## src/rtl/trojan_pkg.sv

```systemverilog
// Shared definitions for the trigger/payload trojan block: payload modes, FSM states, parameter check.
// Latency: n/a (package only).
// Backpressure: n/a (package only).
package trojan_pkg;

  // Payload types selected by the MODE parameter
  localparam int MODE_XOR    = 0;
  localparam int MODE_FORCE0 = 1;
  localparam int MODE_FORCE1 = 2;

  typedef enum logic {
    IDLE = 1'b0,
    FIRE = 1'b1
  } state_t;

  // True when the parameter set describes a buildable block: the threshold must be
  // reachable by the counter without wrapping, the mode must be known, and a
  // non-sticky fire window must last at least one cycle.
  function automatic bit params_legal(input int cnt_w, input int thresh,
                                      input int mode, input int active_cyc);
    longint max_cnt;
    max_cnt = (longint'(1) << cnt_w) - 1;
    return (cnt_w >= 1) && (thresh >= 1) && (longint'(thresh) <= max_cnt) &&
           (mode >= MODE_XOR) && (mode <= MODE_FORCE1) && (active_cyc >= 1);
  endfunction

endpackage

```

## src/rtl/trig_edge_det.sv

```systemverilog
// Mask/match compare on the trigger nets, previous-cycle condition register and rising-edge event.
// Latency: event is combinational from trigger nets; condition history is one register stage.
// Backpressure: none; i_en only gates the event, the history register always updates.
//   Ports: CK, rst_n (async active-low), i_en, i_trig[TRIG_W] -> o_event
module trig_edge_det
  import trojan_pkg::*;
#(
  parameter int                TRIG_W    = 2,
  parameter logic [TRIG_W-1:0] TRIG_MASK = {TRIG_W{1'b1}},
  parameter logic [TRIG_W-1:0] TRIG_VAL  = {TRIG_W{1'b1}}
) (
  input  logic              CK,
  input  logic              rst_n,
  input  logic              i_en,
  input  logic [TRIG_W-1:0] i_trig,
  output logic              o_event
);

  logic w_cond;
  logic r_cond_q;

  assign w_cond = ((i_trig & TRIG_MASK) == (TRIG_VAL & TRIG_MASK));

  // Resets to 1 so a condition already true when reset releases is not an edge.
  always_ff @(posedge CK or negedge rst_n) begin
    if (!rst_n) begin
      r_cond_q <= 1'b1;
    end else begin
      r_cond_q <= w_cond;
    end
  end

  assign o_event = w_cond & ~r_cond_q & i_en;

endmodule

```

## src/rtl/trojan_trigger_payload.sv

```systemverilog
// Rare-event trojan: counts trigger-match edges, after THRESH of them fires and corrupts data_out.
// Latency: fire rises one cycle after the arming edge; payload mux is zero-latency combinational.
// Backpressure: none; en gates counting only, clr synchronously clears count/state/timer.
//   Ports: CK, rst_n (async active-low), en, clr, trig_in[TRIG_W], data_in[PAY_W]
//          -> data_out[PAY_W], fire, count[CNT_W]
module trojan_trigger_payload
  import trojan_pkg::*;
#(
  parameter int                TRIG_W     = 2,
  parameter logic [TRIG_W-1:0] TRIG_MASK  = {TRIG_W{1'b1}},
  parameter logic [TRIG_W-1:0] TRIG_VAL   = {TRIG_W{1'b1}},
  parameter int                CNT_W      = 4,
  parameter int                THRESH     = 7,
  parameter int                PAY_W      = 1,
  parameter int                MODE       = 0,
  parameter bit                STICKY     = 1'b0,
  parameter int                ACTIVE_CYC = 1
) (
  input  logic              CK,
  input  logic              rst_n,
  input  logic              en,
  input  logic              clr,
  input  logic [TRIG_W-1:0] trig_in,
  input  logic [PAY_W-1:0]  data_in,
  output logic [PAY_W-1:0]  data_out,
  output logic              fire,
  output logic [CNT_W-1:0]  count
);

  if (!params_legal(CNT_W, THRESH, MODE, ACTIVE_CYC)) begin : g_bad_params
    $error("trojan_trigger_payload: illegal CNT_W/THRESH/MODE/ACTIVE_CYC combination");
  end

  // Timer only needs to reach ACTIVE_CYC-1: it counts FIRE cycles already spent.
  localparam int                 TMR_W    = (ACTIVE_CYC > 1) ? $clog2(ACTIVE_CYC) : 1;
  localparam logic [TMR_W-1:0]   TMR_LAST = TMR_W'(ACTIVE_CYC - 1);
  localparam logic [CNT_W-1:0]   THRESH_C = CNT_W'(THRESH);

  state_t             r_state;
  logic               r_fire;
  logic [CNT_W-1:0]   r_count;
  logic [TMR_W-1:0]   r_timer;
  logic               w_event;
  logic [CNT_W-1:0]   w_cnt_inc;
  logic [PAY_W-1:0]   w_dout;

  trig_edge_det #(
    .TRIG_W    (TRIG_W),
    .TRIG_MASK (TRIG_MASK),
    .TRIG_VAL  (TRIG_VAL)
  ) u_edge (
    .CK      (CK),
    .rst_n   (rst_n),
    .i_en    (en),
    .i_trig  (trig_in),
    .o_event (w_event)
  );

  // Counting only happens in IDLE where count < THRESH, so this never wraps.
  assign w_cnt_inc = r_count + 1'b1;

  always_ff @(posedge CK or negedge rst_n) begin
    if (!rst_n) begin
      r_state <= IDLE;
      r_fire  <= 1'b0;
      r_count <= '0;
      r_timer <= '0;
    end else if (clr) begin
      r_state <= IDLE;
      r_fire  <= 1'b0;
      r_count <= '0;
      r_timer <= '0;
    end else begin
      case (r_state)
        IDLE: begin
          if (w_event) begin
            r_count <= w_cnt_inc;
            if (w_cnt_inc == THRESH_C) begin
              r_state <= FIRE;
              r_fire  <= 1'b1;
              r_timer <= '0;
            end
          end
        end
        FIRE: begin
          // Events are ignored here; count holds at THRESH until the window closes.
          if (!STICKY) begin
            if (r_timer == TMR_LAST) begin
              r_state <= IDLE;
              r_fire  <= 1'b0;
              r_count <= '0;
              r_timer <= '0;
            end else begin
              r_timer <= r_timer + 1'b1;
            end
          end
        end
        default: begin
          r_state <= IDLE;
          r_fire  <= 1'b0;
        end
      endcase
    end
  end

  // r_fire clears asynchronously on reset, so pass-through is restored immediately.
  always_comb begin
    w_dout = data_in;
    if (r_fire) begin
      case (MODE)
        MODE_XOR:    w_dout = data_in ^ {PAY_W{1'b1}};
        MODE_FORCE0: w_dout = '0;
        MODE_FORCE1: w_dout = {PAY_W{1'b1}};
        default:     w_dout = data_in;
      endcase
    end
  end

  assign data_out = w_dout;
  assign fire     = r_fire;
  assign count    = r_count;

endmodule

```

## config.mk

```make
export PLATFORM = sky130hd
export DESIGN_NAME = trojan_trigger_payload
export DESIGN_NICKNAME = d
export VERILOG_FILES = /design/src/rtl/trojan_pkg.sv /design/src/rtl/trig_edge_det.sv /design/src/rtl/trojan_trigger_payload.sv
export SDC_FILE = /design/constraint.sdc
export NUM_CORES = 1
export LEC_CHECK = 0
export CORE_AREA = 2 2 39 41
export CTS_CLUSTER_SIZE = 14
export DETAILED_ROUTE_END_ITERATION = 8
export DIE_AREA = 0 0 41 43
export SLEW_MARGIN = 20
export SYNTH_ARGS = -nofsm -noshare
export SYNTH_HDL_FRONTEND = slang
export SYNTH_SLANG_ARGS = --single-unit
```

## constraint.sdc

```tcl
create_clock -name CK -period 1.4 [get_ports CK]
set_input_delay 0.35 -clock CK [delete_from_list [all_inputs] [get_ports CK]]
set_output_delay 0.35 -clock CK [all_outputs]
set_load 0.01 [all_outputs]
```

==> impl_metrics.sql, run 1 <==
INSERT INTO impl_metrics (metric_group, metric, value, unit) VALUES
('outcome', 'outcome', 'complete, no violations', ''),
('floorplan', 'floorplan.die_area', '1760', 'um2'),
('synth', 'synth_top_cell_area_share', '0.411', ''),
('cells_and_area', 'final_net_count', '70', ''),
('setup_path', 'cp_data_required_time', '1050', 'ps'),
('synth', 'synth_flop_cell', 'dfrtp_1', ''),
('clocking', 'ctsLongestPathBuffers', '2', ''),
('drt', 'wire_per_inst', '12.6', 'um'),
('setup_path', 'reg2reg_from', 'count[0]$_DFFE_PN0P_', ''),
('clocking', 'cts_made_buffers', '3', ''),
('power', 'vdd_ir_drop_max', '0.236', 'mV'),
('grt', 'grt_max_degree', '8', ''),
('setup_path', 'cp-startpoint', 'fire$_DFFE_PN0P_', ''),
('drt', 'via_per_inst', '4.80', ''),
('placed_design', 'dpl.hpwl', '618', 'um'),
('sta', 'maxSlewHeadroom', '0.787', ''),
('setup_path', 'critPathKind', 'reg -> out', ''),
('clocking', 'numClockSinks', '7', ''),
('cells_and_area', 'mostFrequentLayoutCell', 'buf_4', ''),
('sta', 'finalHoldViolCount', '0', ''),
('power', 'power.static_leakage', '0.313', 'nW'),
('setup_path', 'critical_path.startpoint_type', 'flop', ''),
('grt', 'antenna_found_initial', '0', ''),
('sta', 'timing.final.max_slew_violations', '0', ''),
('sta', 'max_freq', '0.722', 'GHz'),
('cells_and_area', 'area_delta_synth_final', '64.4', '%'),
('cells_and_area', 'drive_above_1_share', '0.333', ''),
('clocking', 'clk_pin_slew', '50', 'ps'),
('floorplan', 'io-pin-count', '13', ''),
('setup_path', 'timing.critical_path.slowest_cell_delay', '390', 'ps'),
('setup_path', 'cp.depth', '3', ''),
('grt', 'grtUsageTotal', '0.134', ''),
('synth', 'synth_async_sr_flop_share', '1.00', ''),
('setup_path', 'worstPathArrival', '1030', 'ps'),
('synth', 'synthesis.yosys.warnings', '0', ''),
('synth', 'postSynthRegisterBits', '7', ''),
('floorplan', 'fp.dieW', '41', 'um'),
('power', 'cellPowerDensity', '756', 'nW/um2'),
('sta', 'fin_hold_ws', '353', 'ps'),
('grt', 'first_pass_grt_wire_length', '1550', 'um'),
('sta', 'finClkSkew', '1.28', 'ps'),
('clocking', 'insertion_delay', '250', 'ps'),
('clocking', 'clock_tree_from_tritoncts', 'yes', ''),
('setup_path', 'worst_path_max_delay_cell', 'dfrtp_1', ''),
('clocking', 'htree_num_levels', '1', ''),
('setup_path', 'type_of_element_capturing_the_critical_path', 'primary output', ''),
('sta', 'timing.final.setup_violations', '0', ''),
('floorplan', 'floorplan.die.height', '43', 'um'),
('grt', 'aggregate_global_routing_overflow', '0', ''),
('drt', 'route.detailed.drc', '0', ''),
('cells_and_area', 'layout.cells.most_common_list', '8 x buf_4, 6 x dfrtp_1, 5 x dlygate4sd2_1', ''),
('setup_path', 'path_max_fanout', '2', ''),
('grt', 'vias_in_the_first_global_route', '370', ''),
('sta', 'final.period_utilization', '0.989', ''),
('synth', 'mappedNetlistArea', '365', 'um2'),
('run', 'timing.max_cap.violations', '0', ''),
('floorplan', 'fp.coreArea', '1380', 'um2'),
('min_path', 'min-delay-path-class', 'in -> async', ''),
('floorplan', 'initial_core_util', '0.264', ''),
('synth', 'syn-mean-instance-area', '10.1', 'um2'),
('sta', 'finalWorstPathRequiredPeriod', '1380', 'ps'),
('setup_path', 'critPathTopFamily', 'flip-flops', ''),
('synth', 'synth_edf_count', '0', ''),
('placed_design', 'gp_congestion', '0.623', ''),
('floorplan', 'fp-row-count', '14', ''),
('setup_path', 'regToRegSetupSlack', '50', 'ps'),
('drt', 'detailroute.via_count', '365', ''),
('synth', 'synth_fp_nets', '45', ''),
('sta', 'rsz0062_at_grt', 'yes', ''),
('drt', 'drt_pre_antenna_iters', '3', ''),
('synth', 'syn-instance-count', '36', '');
-- cell type report --
| class | count | area, um2 | share of cell area |
|---|---|---|---|
| Inverter | 3 | 11.3 | 0.0188 |
| Timing Repair Buffer | 21 | 183 | 0.304 |
| Multi-Input combinational cell | 25 | 184 | 0.306 |
| Sequential cell | 7 | 176 | 0.294 |
| Tap cell | 16 | 20.0 | 0.0333 |
| Clock buffer | 4 | 26.3 | 0.0438 |
-- synthesized netlist by cell type (all sizes together), types with 2 or more instances --
library cell  n
a21oi         4
dfrtp         6
ha            2
inv           3
nand2         2
nor2          2
o21ai         2
or3           2
xor2          2
-- worst min path at each step --
stage / start / endpoint / slack (ps) / depth (start not counted)
2_1_floorplan: rst_n / count[0]$_DFFE_PN0P_ / 50 / 0
3_3_place_gp: r_state$_DFF_PN0_ / count[3]$_DFFE_PN0P_ / 570 / 2
3_5_place_dp: r_state$_DFF_PN0_ / count[3]$_DFFE_PN0P_ / 570 / 2
4_1_cts: rst_n / r_state$_DFF_PN0_ / 360 / 1
5_1_grt: rst_n / r_state$_DFF_PN0_ / 360 / 1
6_report: rst_n / count[2]$_DFFE_PN0P_ / 350 / 1
-- kinds of logic (layout without fill, tap and decap cells) --
group,after synthesis,after routing,synth area share
buf+inv,4,28,0.0411
fa+ha+maj,2,2,0.0685
simple gates,12,12,0.216
flops,7,7,0.483
xor+xnor,2,2,0.0480
compound gates,9,9,0.144
-- worst reg2reg max path: stages, from the launching register on --
cell and delay [ps]:
dfrtp_1 390, buf_4 150, ha_1 220, xor2_1 170, o2111ai_2 160, a21oi_1 180
-- where the power goes --
group          leakage (nW)  internal, mW  switching, mW
Clock                0.0150         0.109         0.0787
Combinational         0.205        0.0302         0.0259
Sequential           0.0937         0.208        0.00241
Total                 0.313         0.347          0.107
-- through the flow --
stage	setup TNS, ps	setup slack (ps)	std cells	cell area [um2]	power [mW]
6_report	0	15.9	76	601	0.454
4_1_cts	0	6.64	75	577	0.459
2_1_floorplan	0	147	36	365	0.232
3_5_place_dp	-1280	-467	69	547	0.271
5_1_grt	-76.2	-70.8	76	601	0.486
3_3_place_gp	-1160	-455	69	547	0.270
-- state kept, by name, summed over array words and instances (netlist names) --
signal	cells
count	4
fire	1
r_state	1
u_edge.r_cond_q	1
-- routing by layer --
metal | wire length, um | global-route usage | vias up
li1 | - | - | 175
met5 | 0 | 0 | -
met2 | 532 | 0.225 | 11
met1 | 365 | 0.130 | 177
met4 | 20 | 0.100 | 0
met3 | 39 | 0.0314 | 2
-- repair_timing --
item	in CTS	in global routing
setup buffers	2	1
pin swaps	1	3
hold buffers	0	0
resized for setup	11	7
setup endpoints to repair	6	5
Note: power is estimated with default switching activity, not from simulation.
==> run 2, diff against run 1 <==
--- a/config.mk
+++ b/config.mk
@@ -9,6 +9,7 @@
 export CTS_CLUSTER_SIZE = 14
 export DETAILED_ROUTE_END_ITERATION = 8
 export DIE_AREA = 0 0 41 43
+export HOLD_SLACK_MARGIN = 0.15
 export SLEW_MARGIN = 20
 export SYNTH_ARGS = -nofsm -noshare
 export SYNTH_HDL_FRONTEND = slang
==> results of run 2 <==
Final layout, timing and power as in run 1 (identical DEF).
